[config.mk]
export PLATFORM = sky130hd
export DESIGN_NAME = uart_tx_serializer
export DESIGN_NICKNAME = d
export VERILOG_FILES = /design/src/rtl/uart_tx_serializer_pkg.sv /design/src/rtl/uart_tx_serializer.sv
export SDC_FILE = /design/constraint.sdc
export NUM_CORES = 1
export LEC_CHECK = 0
export CORE_MARGIN = 10
export CORE_UTILIZATION = 61
export CTS_BUF_LIST = sky130_fd_sc_hd__clkbuf_8
export CTS_CLUSTER_SIZE = 30
export DETAILED_ROUTE_END_ITERATION = 6
export PLACE_DENSITY = 0.92
export RECOVER_POWER = 100
export REMOVE_ABC_BUFFERS = 1
export SLEW_MARGIN = 20
export SYNTH_ARGS = -nofsm -noshare
export SYNTH_HDL_FRONTEND = slang
export SYNTH_SLANG_ARGS = --single-unit
[constraint.sdc]
create_clock -name clk -period 2.9 [get_ports clk]
set_input_delay 0.58 -clock clk [delete_from_list [all_inputs] [get_ports clk]]
set_output_delay 0.58 -clock clk [all_outputs]
set_load 0.01 [all_outputs]
[src/rtl/uart_tx_serializer_pkg.sv]
`default_nettype none
// ============================================================================
// Package     : uart_tx_serializer_pkg
// Description : Shared definitions for the UART transmit serializer. Holds
//               the FSM state encoding, the parity-mode constants and a
//               helper that computes the parity bit for a data word.
// Revision    : 1.0 - initial release
// ============================================================================
package uart_tx_serializer_pkg;

    // Widest legal data word; the parity helper works on this width.
    localparam int MAX_DATA_BITS = 9;

    // Parity modes
    localparam int PARITY_NONE = 0;
    localparam int PARITY_ODD  = 1;
    localparam int PARITY_EVEN = 2;

    // Serializer FSM state encoding
    typedef enum logic [2:0] {
        ST_IDLE   = 3'd0,
        ST_ARM    = 3'd1,
        ST_START  = 3'd2,
        ST_DATA   = 3'd3,
        ST_PARITY = 3'd4,
        ST_STOP   = 3'd5
    } tx_state_e;

    // Parity bit for a zero-extended data word. Even parity makes the total
    // count of ones (data + parity) even; odd parity makes it odd.
    function automatic logic parity_bit(input logic [MAX_DATA_BITS-1:0] data,
                                        input logic                     even);
        return even ? (^data) : (~^data);
    endfunction

endpackage
`default_nettype wire

[src/rtl/uart_tx_serializer.sv]
`default_nettype none
// ============================================================================
// Module      : uart_tx_serializer
// Description : UART transmit serializer. Accepts parallel words on a
//               valid/ready handshake into a 1-entry holding register,
//               enables an external baud generator and shifts frames out
//               LSB first: start, data, optional parity, stop bit(s).
//               Frames are sent back-to-back with no idle gap whenever the
//               holding register is full at the end of a frame.
// Ports       : clk        - system clock, rising edge
//               rst_n      - asynchronous active-low reset
//               tx_data    - word to send, captured on valid && ready
//               tx_valid   - upstream has a word
//               tx_ready   - holding register empty
//               baud_tick  - one-clock pulse per bit period from baudgen_tx
//               baud_en    - registered enable to baudgen_tx
//               txd        - registered serial line, idles high
//               tx_busy    - high whenever the FSM is not idle
// Revision    : 1.0 - initial release
// ============================================================================
module uart_tx_serializer
    import uart_tx_serializer_pkg::*;
#(
    parameter int DATA_BITS = 8,
    parameter int PARITY    = 0,
    parameter int STOP_BITS = 1
) (
    input  logic                 clk,
    input  logic                 rst_n,
    input  logic [DATA_BITS-1:0] tx_data,
    input  logic                 tx_valid,
    output logic                 tx_ready,
    input  logic                 baud_tick,
    output logic                 baud_en,
    output logic                 txd,
    output logic                 tx_busy
);

    localparam int CNT_W = $clog2(DATA_BITS);

    tx_state_e            state_q;
    logic [DATA_BITS-1:0] hold_q;
    logic                 hold_full_q;
    logic [DATA_BITS-1:0] shift_q;
    logic                 par_q;
    logic [CNT_W-1:0]     bit_cnt_q;
    logic                 stop_cnt_q;
    logic                 txd_q;
    logic                 baud_en_q;

    logic                 w_accept;
    logic                 w_par;

    // Accept only into an empty holding register; a load always empties it,
    // so accept and load can never coincide.
    assign w_accept = tx_valid && !hold_full_q;
    assign w_par    = parity_bit(MAX_DATA_BITS'(hold_q), PARITY == PARITY_EVEN);

    assign tx_ready = !hold_full_q;
    assign txd      = txd_q;
    assign baud_en  = baud_en_q;
    assign tx_busy  = (state_q != ST_IDLE);

    always_ff @(posedge clk or negedge rst_n) begin
        if (!rst_n) begin
            state_q     <= ST_IDLE;
            hold_q      <= '0;
            hold_full_q <= 1'b0;
            shift_q     <= '0;
            par_q       <= 1'b0;
            bit_cnt_q   <= '0;
            stop_cnt_q  <= 1'b0;
            txd_q       <= 1'b1;
            baud_en_q   <= 1'b0;
        end else begin
            if (w_accept) begin
                hold_q      <= tx_data;
                hold_full_q <= 1'b1;
            end

            case (state_q)
                ST_IDLE: begin
                    txd_q     <= 1'b1;
                    baud_en_q <= 1'b0;
                    if (hold_full_q) begin
                        shift_q     <= hold_q;
                        par_q       <= w_par;
                        hold_full_q <= 1'b0;
                        baud_en_q   <= 1'b1;
                        state_q     <= ST_ARM;
                    end
                end

                // Wait for the first tick so the start bit spans a full
                // baud period.
                ST_ARM: begin
                    txd_q <= 1'b1;
                    if (baud_tick) begin
                        txd_q   <= 1'b0;
                        state_q <= ST_START;
                    end
                end

                ST_START: begin
                    if (baud_tick) begin
                        txd_q     <= shift_q[0];
                        bit_cnt_q <= '0;
                        state_q   <= ST_DATA;
                    end
                end

                ST_DATA: begin
                    if (baud_tick) begin
                        if (bit_cnt_q == CNT_W'(DATA_BITS - 1)) begin
                            if (PARITY != PARITY_NONE) begin
                                txd_q   <= par_q;
                                state_q <= ST_PARITY;
                            end else begin
                                txd_q      <= 1'b1;
                                stop_cnt_q <= 1'b0;
                                state_q    <= ST_STOP;
                            end
                        end else begin
                            shift_q   <= shift_q >> 1;
                            txd_q     <= shift_q[1];
                            bit_cnt_q <= bit_cnt_q + 1'b1;
                        end
                    end
                end

                ST_PARITY: begin
                    if (baud_tick) begin
                        txd_q      <= 1'b1;
                        stop_cnt_q <= 1'b0;
                        state_q    <= ST_STOP;
                    end
                end

                ST_STOP: begin
                    if (baud_tick) begin
                        if (stop_cnt_q == 1'(STOP_BITS - 1)) begin
                            if (hold_full_q) begin
                                // Next word waiting: start bit follows the
                                // last stop bit directly, baud_en stays high.
                                shift_q     <= hold_q;
                                par_q       <= w_par;
                                hold_full_q <= 1'b0;
                                txd_q       <= 1'b0;
                                state_q     <= ST_START;
                            end else begin
                                baud_en_q <= 1'b0;
                                state_q   <= ST_IDLE;
                            end
                        end else begin
                            stop_cnt_q <= stop_cnt_q + 1'b1;
                        end
                    end
                end

                default: begin
                    txd_q     <= 1'b1;
                    baud_en_q <= 1'b0;
                    state_q   <= ST_IDLE;
                end
            endcase
        end
    end

endmodule
`default_nettype wire
# == Word level (Yosys, flattened, before mapping) ==
# Index checks and enable logic that the tools add are counted.
# totals
ff_bits,26
latch_bits,0
rom_bits,0
word_cells,87
ramBits,0
n_memories,0
# op_classes
n_reduce_logical,14
shifts,0
div,0
n_mux,45
order_cmp,0
n_addsub,2
n_eq_ne,17
mul,0
bitwise,1
# ops
op,count
8-bit 2-to-1 mux,5
3-bit 2-to-1 mux,11
8-bit one-hot mux with 3 select lines,1
2-bit != test (second input constant),11
1-bit 2-to-1 mux,21
3-bit one-hot mux with 6 select lines,1
5-bit AND reduction,2
3-bit equality test (second input constant),3
3-bit nonzero test,3
4-bit AND reduction,2
8-bit AND reduction,1
3-bit by 2-bit equality test with 1-bit output (second input constant),2
1-bit one-hot mux with 3 select lines,2
3-bit one-hot mux with 2 select lines,1
6-bit AND reduction,1
1-bit one-hot mux with 5 select lines,1
4-bit OR reduction,1
3-bit by 1-bit adder with 3-bit output (second input constant),1
3-bit by 1-bit equality test with 1-bit output (second input constant),1
3-bit logical NOT,1
2-bit 2-to-1 mux,1
1-bit one-hot mux with 2 select lines,1
2-bit nonzero test,1
1-bit adder (second input constant),1
3 further kinds,3

# == Logic depth before layout (Yosys ltp) ==
# Gate-level depths: netlist (run 1).
# depth
ltp_word,7
ltp_mapped,7
mapped_depth_nobuf,6

# == Worst setup path after synthesis (run 1) ==
# Ideal clock, no wire load.
# synth_timing
path_kind,flip-flop to flip-flop
start,reg bit_cnt_q[0]
end,reg shift_q[0]
path_stages_with_launch,7
period_less_slack_ps,1691
arrival_time_ps,1566
setup_slack_ps,1209
path_buffers,1
required_time_ps,2775
cell_sequence,dfrtp_1 > ha_1 > ha_1 > clkbuf_1 > nor3_2 > a21oi_4 > mux2_4
# synth_via
elab_chain_len,3
# synth_lines
item,line,rtl
"start, declared",uart_tx_serializer.sv:46,logic [CNT_W-1:0] bit_cnt_q;
"start signal, assigned",uart_tx_serializer.sv:126,bit_cnt_q <= bit_cnt_q + 1'b1;
3-bit equality test,uart_tx_serializer.sv:114,if (bit_cnt_q == CNT_W'(DATA_BITS - 1)) begin
2-bit != test (no line),-,
5-bit AND reduction (no line),-,
"end signal, assigned",uart_tx_serializer.sv:86,shift_q <= hold_q;
"end signal, assigned",uart_tx_serializer.sv:124,shift_q <= shift_q >> 1;
"end signal, assigned",uart_tx_serializer.sv:145,shift_q <= hold_q;
"end, declared",uart_tx_serializer.sv:44,logic [DATA_BITS-1:0] shift_q;
# No other way between the ends.
# A chain may end at the register's enable or synchronous reset.

# == Worst setup path after layout (run 1) ==
# layout_timing
start,in baud_tick
end,reg shift_q[2]
# layout_via
elab_chain_len,2
elab_cells_between_ends,3
# layout_lines
item,line,rtl
"start, declared",uart_tx_serializer.sv:33,"input logic baud_tick,"
2-bit != test (no line),-,
5-bit AND reduction (no line) *,-,
# Mark *: on every way between the ends. The rest lies on a longest branch, timed or not.

==> results of run 1 <==
registers in the layout, indices dropped and copies added, names as in the netlist:
name,cells
hold_full_q,1
txd,1
state_q,3
bit_cnt_q,3
hold_q,8
baud_en,1
shift_q,8
metrics by stage:
stage	instances	total power (uW)	instance area, sq um	worst slack [ns]	hold WS (ns)
floorplan	108	1090	1280	1.28	0.284
global placement	152	1210	1480	0.629	0.489
detailed placement	152	1250	1480	0.575	0.493
CTS	156	1460	1530	0.405	0.515
global route	156	1520	1500	0.198	0.533
finish	156	1420	1500	0.287	0.510
Yosys cell counts, types with 2 or more instances:
cell,number
nand2_1,9
nand3_1,4
mux2_2,15
dfrtp_1,24
o21ai_0,4
buf_2,2
nor2b_1,2
clkbuf_1,2
buf_6,3
a22o_1,3
nor2_1,8
or2b_1,2
inv_1,5
a21oi_1,4
maj3_1,2
ha_1,2
mux2_4,7
nand2b_1,2
cell families after synthesis:
| kind of cell | count (synthesis) | synth area share [%] |
|---|---|---|
| multiplexers | 23 | 21.3 |
| buffers and inverters | 12 | 5.24 |
| flip-flops | 25 | 46.9 |
| AO/OA/AOI/OAI | 18 | 10.0 |
| AND/OR/NAND/NOR | 33 | 13.2 |
| adder cells (fa/ha/maj) | 4 | 3.37 |
area by class of cell:
class | count | area, sq um | area share (%)
sequential | 25 | 627 | 41.8
multi-input combinational | 78 | 618 | 41.2
timing repair buffer | 17 | 158 | 10.5
clock buffer | 3 | 41.3 | 2.75
tap | 27 | 33.8 | 2.25
inverter | 5 | 18.8 | 1.25
clock inverter | 1 | 3.75 | 0.250
layer usage:
| layer | track usage, % | vias to the layer above |
|---|---|---|
| li1 | - | 426 |
| met4 | 2.88 | 0 |
| met3 | 3.68 | 4 |
| met1 | 15.6 | 434 |
| met5 | 0 | - |
| met2 | 21.3 | 14 |
power by group:
group | switching, uW | internal, uW | total, uW
registers | 124 | 501 | 625
clock network | 108 | 94.7 | 203
logic | 229 | 365 | 594
final timing paths:
check | from | end | slack (ns) | cells after the start
hold reg to reg | hold_q[0] | hold_q[0] | 0.51 | 1
max in group asynchronous | rst_n | bit_cnt_q[1] | 0.98 | 2
min in group asynchronous | rst_n | state_q[1] | 1.13 | 2
setup reg to reg | state_q[0] | shift_q[2] | 0.50 | 4
setup / recovery | baud_tick | shift_q[2] | 0.29 | 5
hold / removal | hold_q[0] | hold_q[0] | 0.51 | 1
==> out/metrics.csv, run 1 <==
metric;value;unit
status;finished, final reports clean;
hold_viol;0;
slowest_delay;0.81;ns
routed_wl;2.57;mm
tns;0;ns
grt_max_degree;26;
synth_ff_type;dfrtp_1;
p_leak;0.000665;uW
crit_buf_inv;1;
drv_slew;0;
cp_slowest_cell;a21oi_1;
max_freq;383;MHz
cp_top_family;compound AO/OA/AOI/OAI gates;
netlist.area_leader.share;44.9;%
grt_overflow;0;
cts_buffer_depth;2;
hold_buffers;0;
min_period_over_period;90.1;%
rsz0062_at_grt;no;
core;2020;sq um
cp-end-kind;register;
hold_class;register to register;
ys_seq_area_share;46.9;%
crit_fanout;12;
cts_tree;built;
viasPerCell;5.63;
ir_drop;0.000618;V
cts_sinks;25;
cts_resized;0;
critPathLaunchType;input port;
drt-met1-wl;1.14;mm
cts_root_buf;clkbuf_8;
place.gp.congestion;0.813;
finClkSkew;0.00456;ns
vias;878;
grt_pass1_wl;4.46;mm
wl_met2;1.32;mm
die_area;4460;sq um
max_slew_margin;10.2;%
most-common-layout-cells;dfrtp_1 (24), mux2_2 (16), nand2_1 (9), clkdlybuf4s50_1 (9), nor2_1 (8);
drv_cap;0;
initial_core_util;66.1;%
crit_arrival;2.77;ns
firstDrtPassIters;4;
synthTopCellsByArea;dfrtp_1 (45%), mux2_2 (13%), mux2_4 (7.9%);
numCtsBuffers;3;
p_per_area;948;nW/um^2
synth_seq_cells;25;
yosys.area.top_type;dfrtp_1;
async_reset_ff_share;100;%
layout-drive-gt1-share;23.3;%
avgRoutedWirePerCell;16.5;microns
wl_met3;77;microns
ctsHtreeMaxLevel;1;
setup_viol;0;
layout_commonest_cell;dfrtp_1;
nFillCells;151;
fin_crit;2.61;ns
clkTransAtPathRegs;0.09;ns
grtUsageTotal;12.7;%
syn2layout_area_growth;12.3;%
clock_latency;0.27;ns
drt_iter0_drc;57;
path_cells;dlygate4sd3_1 -> nand3_1 -> a21oi_1 -> a21oi_1 -> mux2_2;
ios;16;
die_y;66.8;microns
design.final.nets;144;
synth_area_per_cell;11.6;sq um
utilization;74.2;%
tightest_slew;1.35;ns
synthCells;115;
netlist_area;1340;sq um
highest_layer;met4;
antenna_left;0;
dieWidth;66.8;microns
path_common_cell;a21oi_1;
hpwl;1.87;mm
io_buffers;15;
synth_warnings;0;
synth-edff-count;0;
critPathKind;input port to register;
rows;16;
grt_pass1_vias;896;
cts_setup_buffers;0;
route.detailed.drc;0;
crit_required;3.06;ns
antenna_found_initial;0;
synth.distinct_cells;33;
diodes;0;
No activity file was read; power rests on OpenSTA's default activity.
==> run 2, diff against run 1 <==
--- a/config.mk
+++ b/config.mk
@@ -5,13 +5,12 @@
 export SDC_FILE = /design/constraint.sdc
 export NUM_CORES = 1
 export LEC_CHECK = 0
-export CORE_MARGIN = 10
 export CORE_UTILIZATION = 61
 export CTS_BUF_LIST = sky130_fd_sc_hd__clkbuf_8
 export CTS_CLUSTER_SIZE = 30
 export DETAILED_ROUTE_END_ITERATION = 6
+export MAX_ROUTING_LAYER = met4
 export PLACE_DENSITY = 0.92
-export RECOVER_POWER = 100
 export REMOVE_ABC_BUFFERS = 1
 export SLEW_MARGIN = 20
 export SYNTH_ARGS = -nofsm -noshare
==> run 2 against run 1 <==
Compared with the run above:
- wire length is 5.6% lower
- global-route usage grew 12 points
- largest power group unchanged
- sequential share of layout area down 0.82 points
- critical endpoint is now tx_busy
- via count increased by 0.23%
- cell area grew 2.0%
- non-clock buffer count unchanged
- sequential cell count stayed put
- clock skew barely moved
- sequential power about the same
==> out/metrics.csv, run 2 (synthesis results as in run 1) <==
metric;value;unit
hold_buffers;0;
place.gp.congestion;0.793;
initial_core_util;66.8;%
hold_path_startpoint;hold_q[2];
hold_viol;0;
cts_root_buf;clkbuf_8;
crit_arrival;1.83;ns
reg2reg_slack;1.10;ns
max_slew_margin;65.5;%
cts_sinks;25;
die_y;48.8;microns
layout-drive-gt1-share;27.9;%
ios;16;
layout_setup_ws;0.491;ns
avgRoutedWirePerCell;15.5;microns
p_per_area;952;nW/um^2
die_area;2380;sq um
dpl_cell_area;1480;sq um
tns;0;ns
critPathLaunchType;register;
ctsHtreeMaxLevel;1;
p_leak;0.000672;uW
critPathKind;register to output port;
pre_cts_ws;0.575;ns
clkTransAtPathRegs;0.08;ns
antenna_left;0;
cts_tree;built;
design.final.nets;144;
drt_iter0_drc;14;
ir_drop;0.000588;V
io_buffers;15;
grt_overflow;0;
fin_crit;2.41;ns
antenna_found_initial;0;
core;2000;sq um
drv_cap;0;
r2r-end;shift_q[1];
max_freq;415;MHz
crit_required;2.32;ns
grt_pass1_wl;4.17;mm
rsz0062_at_grt;no;
firstDrtPassIters;4;
syn2layout_area_growth;14.5;%
clock_latency;0.27;ns
hpwl;1.62;mm
dieWidth;48.8;microns
worstHoldEndpoint;hold_q[2];
hold_class;register to register;
cp-end-kind;output port;
layout_commonest_cell;dfrtp_1;
design_area;1530;sq um
ff2ff_path_depth;4;
drv_slew;0;
tightest_slew;0.517;ns
rows;16;
largestRegisters;hold_q x8, shift_q x8;
routed_wl;2.43;mm
grt_pass1_vias;872;
utilization;76.4;%
most-common-layout-cells;dfrtp_1 (24), mux2_2 (15), clkdlybuf4s50_1 (15), nand2_1 (9), nor2_1 (8);
vias;880;
diodes;0;
viasPerCell;5.64;
cts_setup_buffers;0;
min_period_over_period;83.1;%
crit_fanout;16;
route.detailed.drc;0;
status;finished, final reports clean;
hold_depth;1;
finClkSkew;0.00504;ns
cts_buffer_depth;2;
r2r-start;state_q[0];
cts_resized;0;
numCtsBuffers;3;
setup_viol;0;
grtUsageTotal;24.3;%
grt_max_degree;26;
==> run 2: changes by cell type in the layout (fill, tap and decap cells not counted), sizes merged <==
cell	previous run	this run
buf	0	2
clkbuf	5	3
clkdlybuf4s50	9	15
clkinv	0	1
dlygate4sd3	6	0
inv	6	5
==> run 2: how the worst max path moves through the flow <==
stage | start | cells past startpoint | to
after CTS | state_q[0] | 4 | tx_busy
final | state_q[0] | 4 | tx_busy
after global routing | state_q[0] | 4 | tx_busy
after floorplan | bit_cnt_q[0] | 5 | shift_q[0]
after detailed placement | baud_tick | 5 | shift_q[4]
after global placement | baud_tick | 5 | shift_q[5]
==> run 2: cell type report <==
class | instances | area (sq um)
inverter | 5 | 18.8
clock inverter | 1 | 5.00
multi-input combinational | 78 | 639
tap | 27 | 33.8
sequential | 25 | 627
timing repair buffer | 17 | 165
fill | 133 | 472
clock buffer | 3 | 41.3
==> run 2: metrics by stage <==
step	instances	hold WS, ns	power (uW)
floorplan	108	0.284	1090
CTS	156	0.511	1470
detailed placement	152	0.491	1250
global route	156	0.521	1540
global placement	152	0.485	1200
finish	156	0.510	1460
==> run 2: report_power, final <==
| part | internal (uW) | switching [uW] | total [uW] |
|---|---|---|---|
| sequential | 501 | 126 | 627 |
| combinational | 384 | 240 | 624 |
| clock | 96.2 | 109 | 205 |
| total | 982 | 475 | 1460 |
==> run 2: critical path, cell delays in order, from the launching register on <==
cell and delay (ns):
dfrtp_1 0.57, or2_4 0.34, nor2_1 0.12, inv_1 0.05, clkdlybuf4s50_1 0.47
==> run 2: routing by layer <==
layer	global-route usage (%)	part of all wire [%]	up-vias
met3	2.80	2.1	5
met5	-	0	-
met2	39.8	52	14
met4	10.3	1.6	0
li1	-	-	424
met1	30.7	45	437
